**src/rtl/vga_timing_gen.sv**
```systemverilog
// Raster timing generator: pixel-clock divider, x/y scan counters, frame counter
// and registered sync/status outputs aligned with the presented x/y position.
module vga_timing_gen #(
  parameter int H_DISPLAY = 640,
  parameter int H_FRONT   = 16,
  parameter int H_SYNC    = 96,
  parameter int H_BACK    = 48,
  parameter int V_DISPLAY = 480,
  parameter int V_FRONT   = 10,
  parameter int V_SYNC    = 2,
  parameter int V_BACK    = 33,
  parameter int CLK_DIV   = 2,
  parameter int HSYNC_POL = 0,
  parameter int VSYNC_POL = 0,
  parameter int COUNT_W   = 10,
  parameter int FRAME_W   = 8
) (
  input  logic               clk_50MHz,
  input  logic               reset,
  input  logic               enable,
  output logic               hsync,
  output logic               vsync,
  output logic               video_on,
  output logic               p_tick,
  output logic [COUNT_W-1:0] x,
  output logic [COUNT_W-1:0] y,
  output logic               line_start,
  output logic               frame_start,
  output logic [FRAME_W-1:0] frame_count
);

  localparam int H_TOTAL = H_DISPLAY + H_FRONT + H_SYNC + H_BACK;
  localparam int V_TOTAL = V_DISPLAY + V_FRONT + V_SYNC + V_BACK;
  localparam int DIV_W   = (CLK_DIV > 1) ? $clog2(CLK_DIV) : 1;

  localparam logic [DIV_W-1:0]   DIV_LAST = DIV_W'(CLK_DIV - 1);
  localparam logic [COUNT_W-1:0] H_LAST   = COUNT_W'(H_TOTAL - 1);
  localparam logic [COUNT_W-1:0] V_LAST   = COUNT_W'(V_TOTAL - 1);
  localparam logic [COUNT_W-1:0] H_VIS    = COUNT_W'(H_DISPLAY);
  localparam logic [COUNT_W-1:0] V_VIS    = COUNT_W'(V_DISPLAY);
  localparam logic [COUNT_W-1:0] HS_FIRST = COUNT_W'(H_DISPLAY + H_FRONT);
  localparam logic [COUNT_W-1:0] HS_LAST  = COUNT_W'(H_DISPLAY + H_FRONT + H_SYNC - 1);
  localparam logic [COUNT_W-1:0] VS_FIRST = COUNT_W'(V_DISPLAY + V_FRONT);
  localparam logic [COUNT_W-1:0] VS_LAST  = COUNT_W'(V_DISPLAY + V_FRONT + V_SYNC - 1);
  localparam logic               HS_ON    = 1'(HSYNC_POL);
  localparam logic               VS_ON    = 1'(VSYNC_POL);

  function automatic logic h_active(input logic [COUNT_W-1:0] xv);
    return (xv >= HS_FIRST) && (xv <= HS_LAST);
  endfunction

  function automatic logic v_active(input logic [COUNT_W-1:0] yv);
    return (yv >= VS_FIRST) && (yv <= VS_LAST);
  endfunction

  function automatic logic visible(input logic [COUNT_W-1:0] xv,
                                   input logic [COUNT_W-1:0] yv);
    return (xv < H_VIS) && (yv < V_VIS);
  endfunction

  logic [DIV_W-1:0]   div_cnt;
  logic [DIV_W-1:0]   div_p0;
  logic [COUNT_W-1:0] x_p0;
  logic [COUNT_W-1:0] y_p0;
  logic [FRAME_W-1:0] frame_p0;
  logic               vld_p0;

  // Stage 0: next scan position; status registers are loaded from it so they
  // always describe the x/y presented alongside them.
  always_comb begin
    vld_p0   = enable;
    p_tick   = enable && (div_cnt == DIV_LAST);
    div_p0   = div_cnt;
    x_p0     = x;
    y_p0     = y;
    frame_p0 = frame_count;
    if (enable) begin
      div_p0 = (div_cnt == DIV_LAST) ? '0 : div_cnt + 1'b1;
    end
    if (p_tick) begin
      if (x == H_LAST) begin
        x_p0 = '0;
        if (y == V_LAST) begin
          y_p0     = '0;
          frame_p0 = frame_count + 1'b1;
        end else begin
          y_p0 = y + 1'b1;
        end
      end else begin
        x_p0 = x + 1'b1;
      end
    end
  end

  // Stage 1: registered state and outputs; a paused cycle holds everything.
  always_ff @(posedge clk_50MHz) begin
    if (reset) begin
      div_cnt     <= '0;
      x           <= '0;
      y           <= '0;
      frame_count <= '0;
      hsync       <= ~HS_ON;
      vsync       <= ~VS_ON;
      video_on    <= 1'b0;
      line_start  <= 1'b0;
      frame_start <= 1'b0;
    end else if (vld_p0) begin
      div_cnt     <= div_p0;
      x           <= x_p0;
      y           <= y_p0;
      frame_count <= frame_p0;
      hsync       <= h_active(x_p0) ? HS_ON : ~HS_ON;
      vsync       <= v_active(y_p0) ? VS_ON : ~VS_ON;
      video_on    <= visible(x_p0, y_p0);
      line_start  <= (x_p0 == '0);
      frame_start <= (x_p0 == '0) && (y_p0 == '0);
    end
  end

endmodule

```
**config.mk**
```make
export PLATFORM = sky130hd
export DESIGN_NAME = vga_timing_gen
export DESIGN_NICKNAME = d
export VERILOG_FILES = /design/src/rtl/vga_timing_gen.sv
export SDC_FILE = /design/constraint.sdc
export NUM_CORES = 1
export LEC_CHECK = 0
export ABC_CLOCK_PERIOD_IN_PS = 7570
export CAP_MARGIN = 5
export CORE_ASPECT_RATIO = 0.8
export CORE_MARGIN = 2
export CORE_UTILIZATION = 45
export DETAILED_ROUTE_END_ITERATION = 16
export GPL_TIMING_DRIVEN = 1
export PLACE_DENSITY_LB_ADDON = 0.08
export SLEW_MARGIN = 10
export SYNTH_ARGS = -nofsm -noshare
export SYNTH_HDL_FRONTEND = slang
export SYNTH_SLANG_ARGS = --single-unit
```
**constraint.sdc**
```tcl
create_clock -name clk_50MHz -period 7.57 [get_ports clk_50MHz]
set_clock_uncertainty 0.15 [all_clocks]
set_input_delay 1.8925 -clock clk_50MHz [delete_from_list [all_inputs] [get_ports clk_50MHz]]
set_output_delay 1.8925 -clock clk_50MHz [all_outputs]
set_load 0.05 [all_outputs]
```
* Yosys cells after proc, flatten, opt, wreduce, memory -nomap -nowiden *
Cells that the tools add are included.

word-level totals
  flip-flop bits (word level) = 34
  latch bits = 0
  RAM bits = 0
  ROM bits = 0
  logic and storage cells = 37
  memories = 0

operators by class
  add/subtract/negate cells = 4
  multipliers = 0
  divide/modulo/power cells = 0
  order comparisons = 6
  equal/unequal tests = 2
  shift-type cells = 0
  multiplexer cells = 8
  bitwise logic cells = 0
  reductions and logical operators = 8

operators with widths
  kind                                                                                number
  10-bit 2-to-1 mux                                                                   5
  10-bit by 1-bit adder with 10-bit output (second input constant)                    2
  10-bit == test (second input constant)                                              2
  10-bit logical NOT                                                                  2
  10-bit >= comparator (second input constant)                                        1
  10-bit by 9-bit >= comparator with 1-bit output (second input constant)             1
  10-bit less-or-equal comparator (second input constant)                             1
  10-bit by 9-bit less-or-equal comparator with 1-bit output (second input constant)  1
  10-bit < comparator (second input constant)                                         1
  10-bit by 9-bit < comparator with 1-bit output (second input constant)              1
  8-bit by 1-bit adder with 8-bit output (second input constant)                      1
  1-bit logical AND                                                                   5
  4-bit AND reduction                                                                 1
  1-bit 2-to-1 mux                                                                    3
  1-bit adder (second input constant)                                                 1

* Logic depth before layout (Yosys ltp) *
Gate-level depths: netlist of the first run.

  word-level depth = 7
  mapped depth = 9
  depth with buffers taken out = 8

* Worst setup path after synthesis of the first run *
OpenSTA, ideal clock, no wires.

  path type = input to output
  start point = in enable
  end point = out p_tick
  arrival = 2634 ps
  setup slack = 2894 ps
  cell stages on the path = 3
  buffers on the path = 1
  path through = clkbuf_1 -> nand2_1 -> inv_1

on the way
  longest elaborated chain between the ends = 1

ends and longest elaborated chain
  item               line  source
  start, declared    20    input logic enable,
  1-bit logical AND  72    p_tick = enable && (div_cnt == DIV_LAST);
  end, declared      24    output logic p_tick,

Every way passes these cells.

* Worst setup path in the final report of the first run *
Ends and elaborated chain as after synthesis.

==> flow_summary.yaml, run 1 <==
power_and_ir_drop:
  peakVddDrop_v: 0.00009681
  comb_power_share_pct: 8.2
  powerDensity_mw_per_mm2: 139.3
  intPower_w: 0.0002532
  p_leak_nw: 0.8297
  seqPwrFrac_pct: 54.8
  netSwitchingFraction_pct: 25.21
  switchingPower_w: 0.00008534
  p_total_w: 0.0003386
  p_clk_share_pct: 37.0
cells_and_area:
  stdcell_area_sq_mm: 0.002430
  diodes: 0
  area_growth_pct: 20.77
  drive_above_1_share_pct: 5.735
  nets: 286
sta:
  rsz0062_at_grt: "no"
  period_minus_slack_ns: 5.805
  drv_slew: 0
  max_freq_ghz: 0.1723
  finalCritPeriodShare_pct: 76.68
  worst_slack_ns: 1.765
  hold_viol: 0
  slew_headroom_pct: 44.85
  worstMarginPinSlew_ns: 0.8204
  tns_ns: 0
  setup_viol: 0
clocking:
  clk_pin_slew_worst_paths_ns: 0.06
  clk_root_buffer_cell: "clkbuf_8"
  cts_sinks: 34
  cts_hold_buf: 0
  cts_resized: 0
  clk_path_buf_depth: 2
  cts_max_level: 2
  clock_latency_ns: 0.28
  post_cts_buffers: 0
  cts_buffers: 5
  cts_tree: "built"
synthesis:
  synthArstFlopShare_pct: 0
  synth_warnings: 0
  synth_area_leaders: "dfxtp_1 (34%), nor2_1 (6.9%), xnor2_1 (5.7%)"
  syn_area_per_cell_sq_um: 7.859
  syn_area_sq_mm: 0.002012
  synth_commonest_cells: "nor2_1 (37), dfxtp_1 (34), nand2_1 (19), nor3_1 (15)"
  ys_seq_elements: 34
  yosysTopAreaCellShare_pct: 33.83
  syn_inst: 256
  yosysMostFrequentCell: "nor2_1"
  synth_nets: 263
  yosysSeqAreaShare_pct: 33.83
  yosysTopAreaCell: "dfxtp_1"
  yosys.cell_types.count: 48
  synth-edff-count: 0
  synth_ff_type: "dfxtp_1"
placement:
  pre_cts_slack_ns: 1.780
  place_congestion: 0.8347
  io_buffer_count: 36
  dp_hpwl_um: 3199
  dpl-instance-area_sq_mm: 0.002351
worst_setup_path:
  worstSetupPathType: "input pin to output pin"
  worstPathRequired_ns: 5.53
  reg2reg_from: "x[0]"
  cp_top_family: "buffers and inverters"
  worstPathCellList: "clkdlybuf4s50_1 > nand2_1 > inv_1 > clkdlybuf4s50_1"
  crit_end: "p_tick"
  crit_fanout: 12
  arrival_ns: 3.76
  path_buf_inv: 3
  critical_path_depth: 4
  worst-r2r-setup-slack_ns: 4.35
  cpPeakStageDelay_ns: 0.82
  worst_setup_path_start_kind: "input pin"
  startpoint: "enable"
  reg2reg_to: "frame_count[5]"
  endpoint_kind: "output pin"
  cp_slowest_cell: "clkdlybuf4s50_1"
  reg2reg_depth: 7
  cp_common_cell: "clkdlybuf4s50_1"
grt:
  busiest_layer: "met2"
  grtUsageMet2_pct: 29.91
  overflow: 0
  grt_pass1_vias: 1694
  antenna_found_initial: 0
  grt.met1_usage_pct: 27.44
  use_met3_pct: 4.520
  grt_pass1_wl_um: 7817
  grt_max_degree: 36
  grtUsageTotal_pct: 19.54
floorplanning:
  num_rows: 21
  die_width_um: 78.76
  die_area_sq_mm: 0.005025
  die_height_um: 63.81
  core_sq_mm: 0.004230
  start_util_pct: 47.56
  ioPinCount: 37
routing:
  drt_first_pass_iters: 4
  viasPerCell: 5.589
  drt_iter0_markers: 104
  drtAntennaViolNets: 0
  vias: 1878
  drc_errors: 0
  drt-total-wl_um: 4687
  post_drt_wl_per_cell_um: 13.95
min_path:
  hp-class: "register to register"
run_status:
  status: "completed"
flow_run:
  drv_cap: 0
layer usage:
layer	wire length [um]	part of all wire (%)
met1	2339	50
met3	225	4.8
met2	2097	45
met5	0	0
met4	24	0.51
tightest hold or removal path, delay by kind of cell (launching register included):
kind / cells / cell delay [ns]
flops: 1 / 0.31
compound gates: 1 / 0.05
simple gates: 1 / 0.05
state kept, by name, summed over array words and instances (netlist names):
name and flops:
video_on 1, line_start 1, y 10, frame_count 8, vsync 1, x 10
div_cnt 1, hsync 1, frame_start 1
per-stage QoR:
stage               cells  util (%)  hold slack, ns
finish                336     57.44          0.3056
global route          336     57.44          0.3306
CTS                   336     57.44          0.3116
detailed placement    329     55.58          0.3027
global placement      329     55.58          0.2941
floorplan             256         -          0.4603
power groups by stage:
stage               combinational (W)  sequential [W]  clock [W]
detailed placement          0.0000280        0.000190          0
CTS                         0.0000281        0.000185   0.000131
global placement            0.0000281        0.000190          0
finish                      0.0000279        0.000186   0.000125
floorplan                   0.0000146        0.000194          0
global route                0.0000301        0.000186   0.000140
area by class of cell:
class                      count  area, sq um
fill                         404         1800
multi-input combinational    196         1212
sequential                    34        680.7
timing repair buffer          37        367.9
tap                           57        71.32
clock buffer                   5        68.82
inverter                       5        18.77
clock inverter                 2        10.01
logic make-up (layout without fill, tap and decap cells):
group	after synthesis	count (layout)	share of synthesized area (%)
AND/OR/NAND/NOR	126	126	34.08
adder cells (fa/ha/maj)	4	4	2.488
buffers and inverters	26	49	5.908
XOR/XNOR	19	19	8.271
flip-flops	34	34	33.83
AO/OA/AOI/OAI	44	44	13.87
multiplexers	3	3	1.555
worst min path at each step:
stage / cells after the start / startpoint / slack, ns / end
floorplan: 3 / div_cnt / 0.46 / div_cnt
global placement: 2 / video_on / 0.29 / video_on
detailed placement: 2 / video_on / 0.30 / video_on
CTS: 2 / video_on / 0.31 / video_on
global route: 2 / frame_start / 0.33 / frame_start
finish: 2 / video_on / 0.31 / video_on
placed cells by master (no fill, tap or decap), types with 2 or more instances in the layout:
| cell type | n |
|---|---|
| nor2_1 | 37 |
| clkdlybuf4s50_1 | 36 |
| dfxtp_1 | 34 |
| nand2_1 | 19 |
| nor3_1 | 15 |
| a21oi_1 | 14 |
| xnor2_1 | 13 |
| nand4_1 | 9 |
| nand3_1 | 8 |
| o21ai_0 | 8 |
| nor2b_1 | 7 |
| and4_1 | 6 |
| xor2_1 | 6 |
| inv_1 | 5 |
| and3_1 | 5 |
| clkbuf_8 | 5 |
| a31oi_1 | 4 |
| ha_1 | 4 |
| nand4b_1 | 2 |
| nor4_2 | 2 |
| and2_1 | 2 |
| nor4_1 | 2 |
| mux2i_1 | 2 |
| o21a_1 | 2 |
| o311a_1 | 2 |
| o2111ai_1 | 2 |
| a211oi_1 | 2 |
| nand2b_1 | 2 |
| o211ai_1 | 2 |
| o31ai_1 | 2 |
| clkinv_2 | 2 |
No activity file was read; power rests on OpenSTA's default activity.
==> run 2, diff against run 1 <==
- ABC_CLOCK_PERIOD_IN_PS: 7570 -> 5200
- clock period: 7.57 -> 5.2 ns (I/O delays scaled with it)
==> run 2 against run 1 <==
Net effect:
- register-to-register slack got worse by 2.1 ns
- power up 48%
- final cell count rose by 0.30%
- sequential power grew 45%
- sequential share of layout area is 0.21 points lower
- clock power up 51%
- sequential cell count unchanged
- non-clock buffer count up 2
- combinational power rose by 48%
- global-route usage up 0.25 points
- core utilization up 0.44 points
- via count decreased by 0.75%
- critical endpoint unchanged
- highest routed layer unchanged
==> flow_summary.yaml, run 2 (same netlist as run 1, synthesis figures left out) <==
grt:
  grt_pass1_wl_um: 7907
  grt_pass1_vias: 1644
  grt_max_degree: 21
  use_met3_pct: 4.379
  grtUsageMet2_pct: 29.17
  busiest_layer: "met1"
  grt.met1_usage_pct: 29.31
  antenna_found_initial: 0
  overflow: 0
  grtUsageTotal_pct: 19.78
run_status:
  status: "completed"
clocking:
  clk_path_buf_depth: 2
  cts_resized: 0
  cts_tree: "built"
  clk_root_buffer_cell: "clkbuf_8"
  cts_hold_buf: 0
  clk_pin_slew_worst_paths_ns: 0.06
  post_cts_buffers: 0
  cts_sinks: 34
  cts_max_level: 2
  clock_latency_ns: 0.27
  cts_buffers: 5
placement:
  io_buffer_count: 36
  place_congestion: 0.8461
  dp_hpwl_um: 3314
power_and_ir_drop:
  comb_power_share_pct: 8.3
  seqPwrFrac_pct: 54.0
  switchingPower_w: 0.0001186
  intPower_w: 0.0003815
  p_leak_nw: 0.8393
  p_clk_share_pct: 37.7
  peakVddDrop_v: 0.0001729
  netSwitchingFraction_pct: 23.72
  powerDensity_mw_per_mm2: 204.3
cells_and_area:
  nFillCells: 401
  layout_commonest_cell: "nor2_1"
  diodes: 0
  multi_input_area_sq_mm: 0.001212
  reg_top3: "x: 10 flops, y: 10 flops, frame_count: 8 flops"
  layout_common_cells: "nor2_1 (37), clkdlybuf4s50_1 (36), dfxtp_1 (34)"
  drive_above_1_share_pct: 6.071
  final_core_util_pct: 57.88
  area_growth_pct: 21.70
  layout.area.seq_sq_um: 680.7
  nets: 288
floorplanning:
  die_area_sq_mm: 0.005025
  ioPinCount: 37
  start_util_pct: 47.56
  die_height_um: 63.81
  num_rows: 21
  core_sq_mm: 0.004230
  die_width_um: 78.76
worst_setup_path:
  worstPathRequired_ns: 3.75
  worst_setup_path_start_kind: "input pin"
  reg2reg_depth: 7
  worstSetupPathType: "input pin to output pin"
  endpoint_kind: "output pin"
  crit_fanout: 12
  arrival_ns: 2.98
  worst-r2r-setup-slack_ns: 2.22
  reg2reg_from: "x[0]"
  reg2reg_to: "vsync"
sta:
  finalCritPeriodShare_pct: 85.21
  slew_headroom_pct: 49.82
  period_minus_slack_ns: 4.431
  tns_ns: 0
  rsz0062_at_grt: "no"
  worstMarginPinSlew_ns: 0.7504
  max_freq_ghz: 0.2257
  hold_viol: 0
  drv_slew: 0
  setup_viol: 0
min_path:
  min_to: "frame_start"
  hold_path_depth: 2
  min_from: "frame_start"
  hp-class: "register to register"
routing:
  drt_iter0_markers: 90
  viasPerCell: 5.531
  vias: 1864
  drtAntennaViolNets: 0
  drt-total-wl_um: 4728
  post_drt_wl_per_cell_um: 14.03
  drc_errors: 0
  drt_first_pass_iters: 4
flow_run:
  drv_cap: 0
run 2: stage by stage:
stage | total power (W) | setup slack, ns | hold WS [ns] | cell area, sq um | std cells
CTS | 0.0005079 | 0.7603 | 0.3139 | 2449 | 337
detailed placement | 0.0003174 | 0.7652 | 0.3011 | 2366 | 331
finish | 0.0005002 | 0.7689 | 0.3104 | 2449 | 337
floorplan | 0.0003043 | 1.709 | 0.4603 | 2012 | 256
global placement | 0.0003175 | 0.8003 | 0.2964 | 2366 | 331
global route | 0.0005248 | 0.7010 | 0.3312 | 2449 | 337
run 2: final cells by class:
class | instances | area share [%]
clock buffer | 6 | 3.373
inverter | 5 | 0.7665
multi-input combinational | 196 | 49.51
sequential | 34 | 27.80
tap | 57 | 2.913
timing repair buffer | 39 | 15.64
run 2: power groups by stage:
stage	combinational (W)	sequential, W	clock (W)
floorplan	0.0000212	0.000283	0
global placement	0.0000415	0.000276	0
detailed placement	0.0000413	0.000276	0
CTS	0.0000415	0.000270	0.000196
global route	0.0000443	0.000271	0.000210
finish	0.0000413	0.000270	0.000189
run 2: worst max-delay path, cell delays in order:
cell and delay [ns]:
clkdlybuf4s50_1 0.46, buf_4 0.17, nand2_1 0.10, inv_1 0.14
clkdlybuf4s50_1 0.82
run 2: how the worst max path moves through the flow:
stage | depth (start not counted) | from | slack [ns] | endpoint
finish | 5 | enable | 0.77 | p_tick
global route | 5 | enable | 0.70 | p_tick
CTS | 5 | enable | 0.76 | p_tick
detailed placement | 5 | enable | 0.77 | p_tick
global placement | 5 | enable | 0.80 | p_tick
floorplan | 3 | enable | 1.71 | p_tick
run 2: per-layer routing:
metal  part of all wire (%)  wire length (um)
met5                      0                 0
met3                    5.2               244
met4                   0.47                22
met1                     50              2369
met2                     44              2091
==> run 3, diff against run 2 <==
- ABC_CLOCK_PERIOD_IN_PS: 5200 -> 4800
- clock period: 5.2 -> 4.8 ns (I/O delays scaled with it)
==> run 3 against run 2 <==
Net effect:
- sequential cell count unchanged
- non-clock buffer count unchanged
- sequential power up 8.5%
- largest power group unchanged
- power up 19%
- core utilization up 0.56 points
- die area unchanged
- critical path type unchanged
==> flow_summary.yaml, run 3 (same netlist as run 1, synthesis figures left out) <==
run_status:
  status: "completed"
sta:
  setup_viol: 0
  holdWs_ns: 0.3127
  period_minus_slack_ns: 4.064
  max_freq_ghz: 0.2460
  tns_ns: 0
  rsz0062_at_grt: "no"
  drv_slew: 0
  slew_headroom_pct: 48.72
  worstMarginPinSlew_ns: 0.7668
  finalCritPeriodShare_pct: 84.68
  worst_slack_ns: 0.7355
  hold_viol: 0
cells_and_area:
  nets: 288
  layout_commonest_cell: "nor2_1"
  layout_common_cells: "nor2_1 (37), clkdlybuf4s50_1 (36), dfxtp_1 (34)"
  reg_top3: "x: 10 flops, y: 10 flops, frame_count: 8 flops"
  area_growth_pct: 22.89
  drive_above_1_share_pct: 6.028
  nFillCells: 437
  diodes: 0
clocking:
  cts_buffers: 5
  post_cts_buffers: 0
  clk_pin_slew_worst_paths_ns: 0.07
  cts_resized: 0
  clk_root_buffer_cell: "clkbuf_8"
  cts_hold_buf: 0
  clk_path_buf_depth: 2
  cts_tree: "built"
  cts_sinks: 34
  cts_max_level: 2
  clock_latency_ns: 0.28
power_and_ir_drop:
  powerDensity_mw_per_mm2: 240.2
  p_total_w: 0.0005938
  p_leak_nw: 0.8486
  peakVddDrop_v: 0.0001881
worst_setup_path:
  cp_top_family: "buffers and inverters"
  reg2reg_depth: 7
  worst_setup_path_start_kind: "input pin"
  cp_slowest_cell: "clkdlybuf4s50_1"
  cp_common_cell: "clkdlybuf4s50_1"
  path_buf_inv: 3
  cpPeakStageDelay_ns: 0.82
  worstSetupPathType: "input pin to output pin"
  crit_fanout: 4
  critical_path_depth: 4
  worstPathCellList: "clkdlybuf4s50_1 > nand2_1 > inv_1 > clkdlybuf4s50_1"
  arrival_ns: 2.71
  worstPathRequired_ns: 3.45
  endpoint_kind: "output pin"
routing:
  drt-total-wl_um: 4807
  drt_first_pass_iters: 4
  post_drt_wl_per_cell_um: 14.18
  viasPerCell: 5.631
  drc_errors: 0
  drtAntennaViolNets: 0
  drt_iter0_markers: 93
  vias: 1909
floorplanning:
  die_height_um: 63.81
  start_util_pct: 47.56
  core_sq_mm: 0.004230
  num_rows: 21
  die_area_sq_mm: 0.005025
  die_width_um: 78.76
  ioPinCount: 37
grt:
  grt_pass1_wl_um: 8369
  grt_pass1_vias: 1779
  overflow: 0
  antenna_found_initial: 0
  grt_max_degree: 21
  grtUsageTotal_pct: 20.82
placement:
  pre_cts_slack_ns: 0.7346
  io_buffer_count: 36
  dp_hpwl_um: 3378
  place_congestion: 0.8264
flow_run:
  drv_cap: 0
min_path:
  hp-class: "register to register"
  hold_path_depth: 2
run 3: metal layers:
layer | wire length, um | vias up | GRT usage [%]
li1 | - | 961 | -
met1 | 2304 | 884 | 28.82
met2 | 2162 | 58 | 32.26
met3 | 276 | 6 | 4.944
met4 | 65 | 0 | 6.140
met5 | 0 | - | 0
run 3: final timing paths:
path                 start        to  slack, ns
setup / recovery    enable    p_tick       0.74
hold / removal    video_on  video_on       0.31
setup reg to reg      x[0]     vsync       1.83
hold reg to reg   video_on  video_on       0.31
run 3: per-stage QoR:
step,utilization [%],instance area [sq um],instances
3_3_place_gp,55.93,2366,331
3_5_place_dp,55.93,2366,331
2_1_floorplan,-,2012,256
6_report,58.44,2472,339
4_1_cts,58.44,2472,339
5_1_grt,58.44,2472,339
run 3: where the power goes:
part	total [W]	internal [W]	leakage (nW)	switching, W
Combinational	0.0000448	0.0000163	0.521	0.0000285
Clock	0.000256	0.000155	0.0524	0.000101
Sequential	0.000293	0.000286	0.275	0.00000637
Total	0.000594	0.000458	0.849	0.000136
run 3: layout make-up:
cell class	count	area (sq um)	area share, %
well taps	57	71.32	2.885
clock buffers	7	76.32	3.087
repair buffers	39	382.9	15.49
multi-input cells	196	1212	49.04
inverters	5	18.77	0.7591
clock inverters	1	30.03	1.215
flip-flops and latches	34	680.7	27.53
run 3: worst min-delay path: cells and delay by family (launching register included):
family,cells,cell delay (ns)
flops,1,0.32
simple gates,1,0.05
compound gates,1,0.05
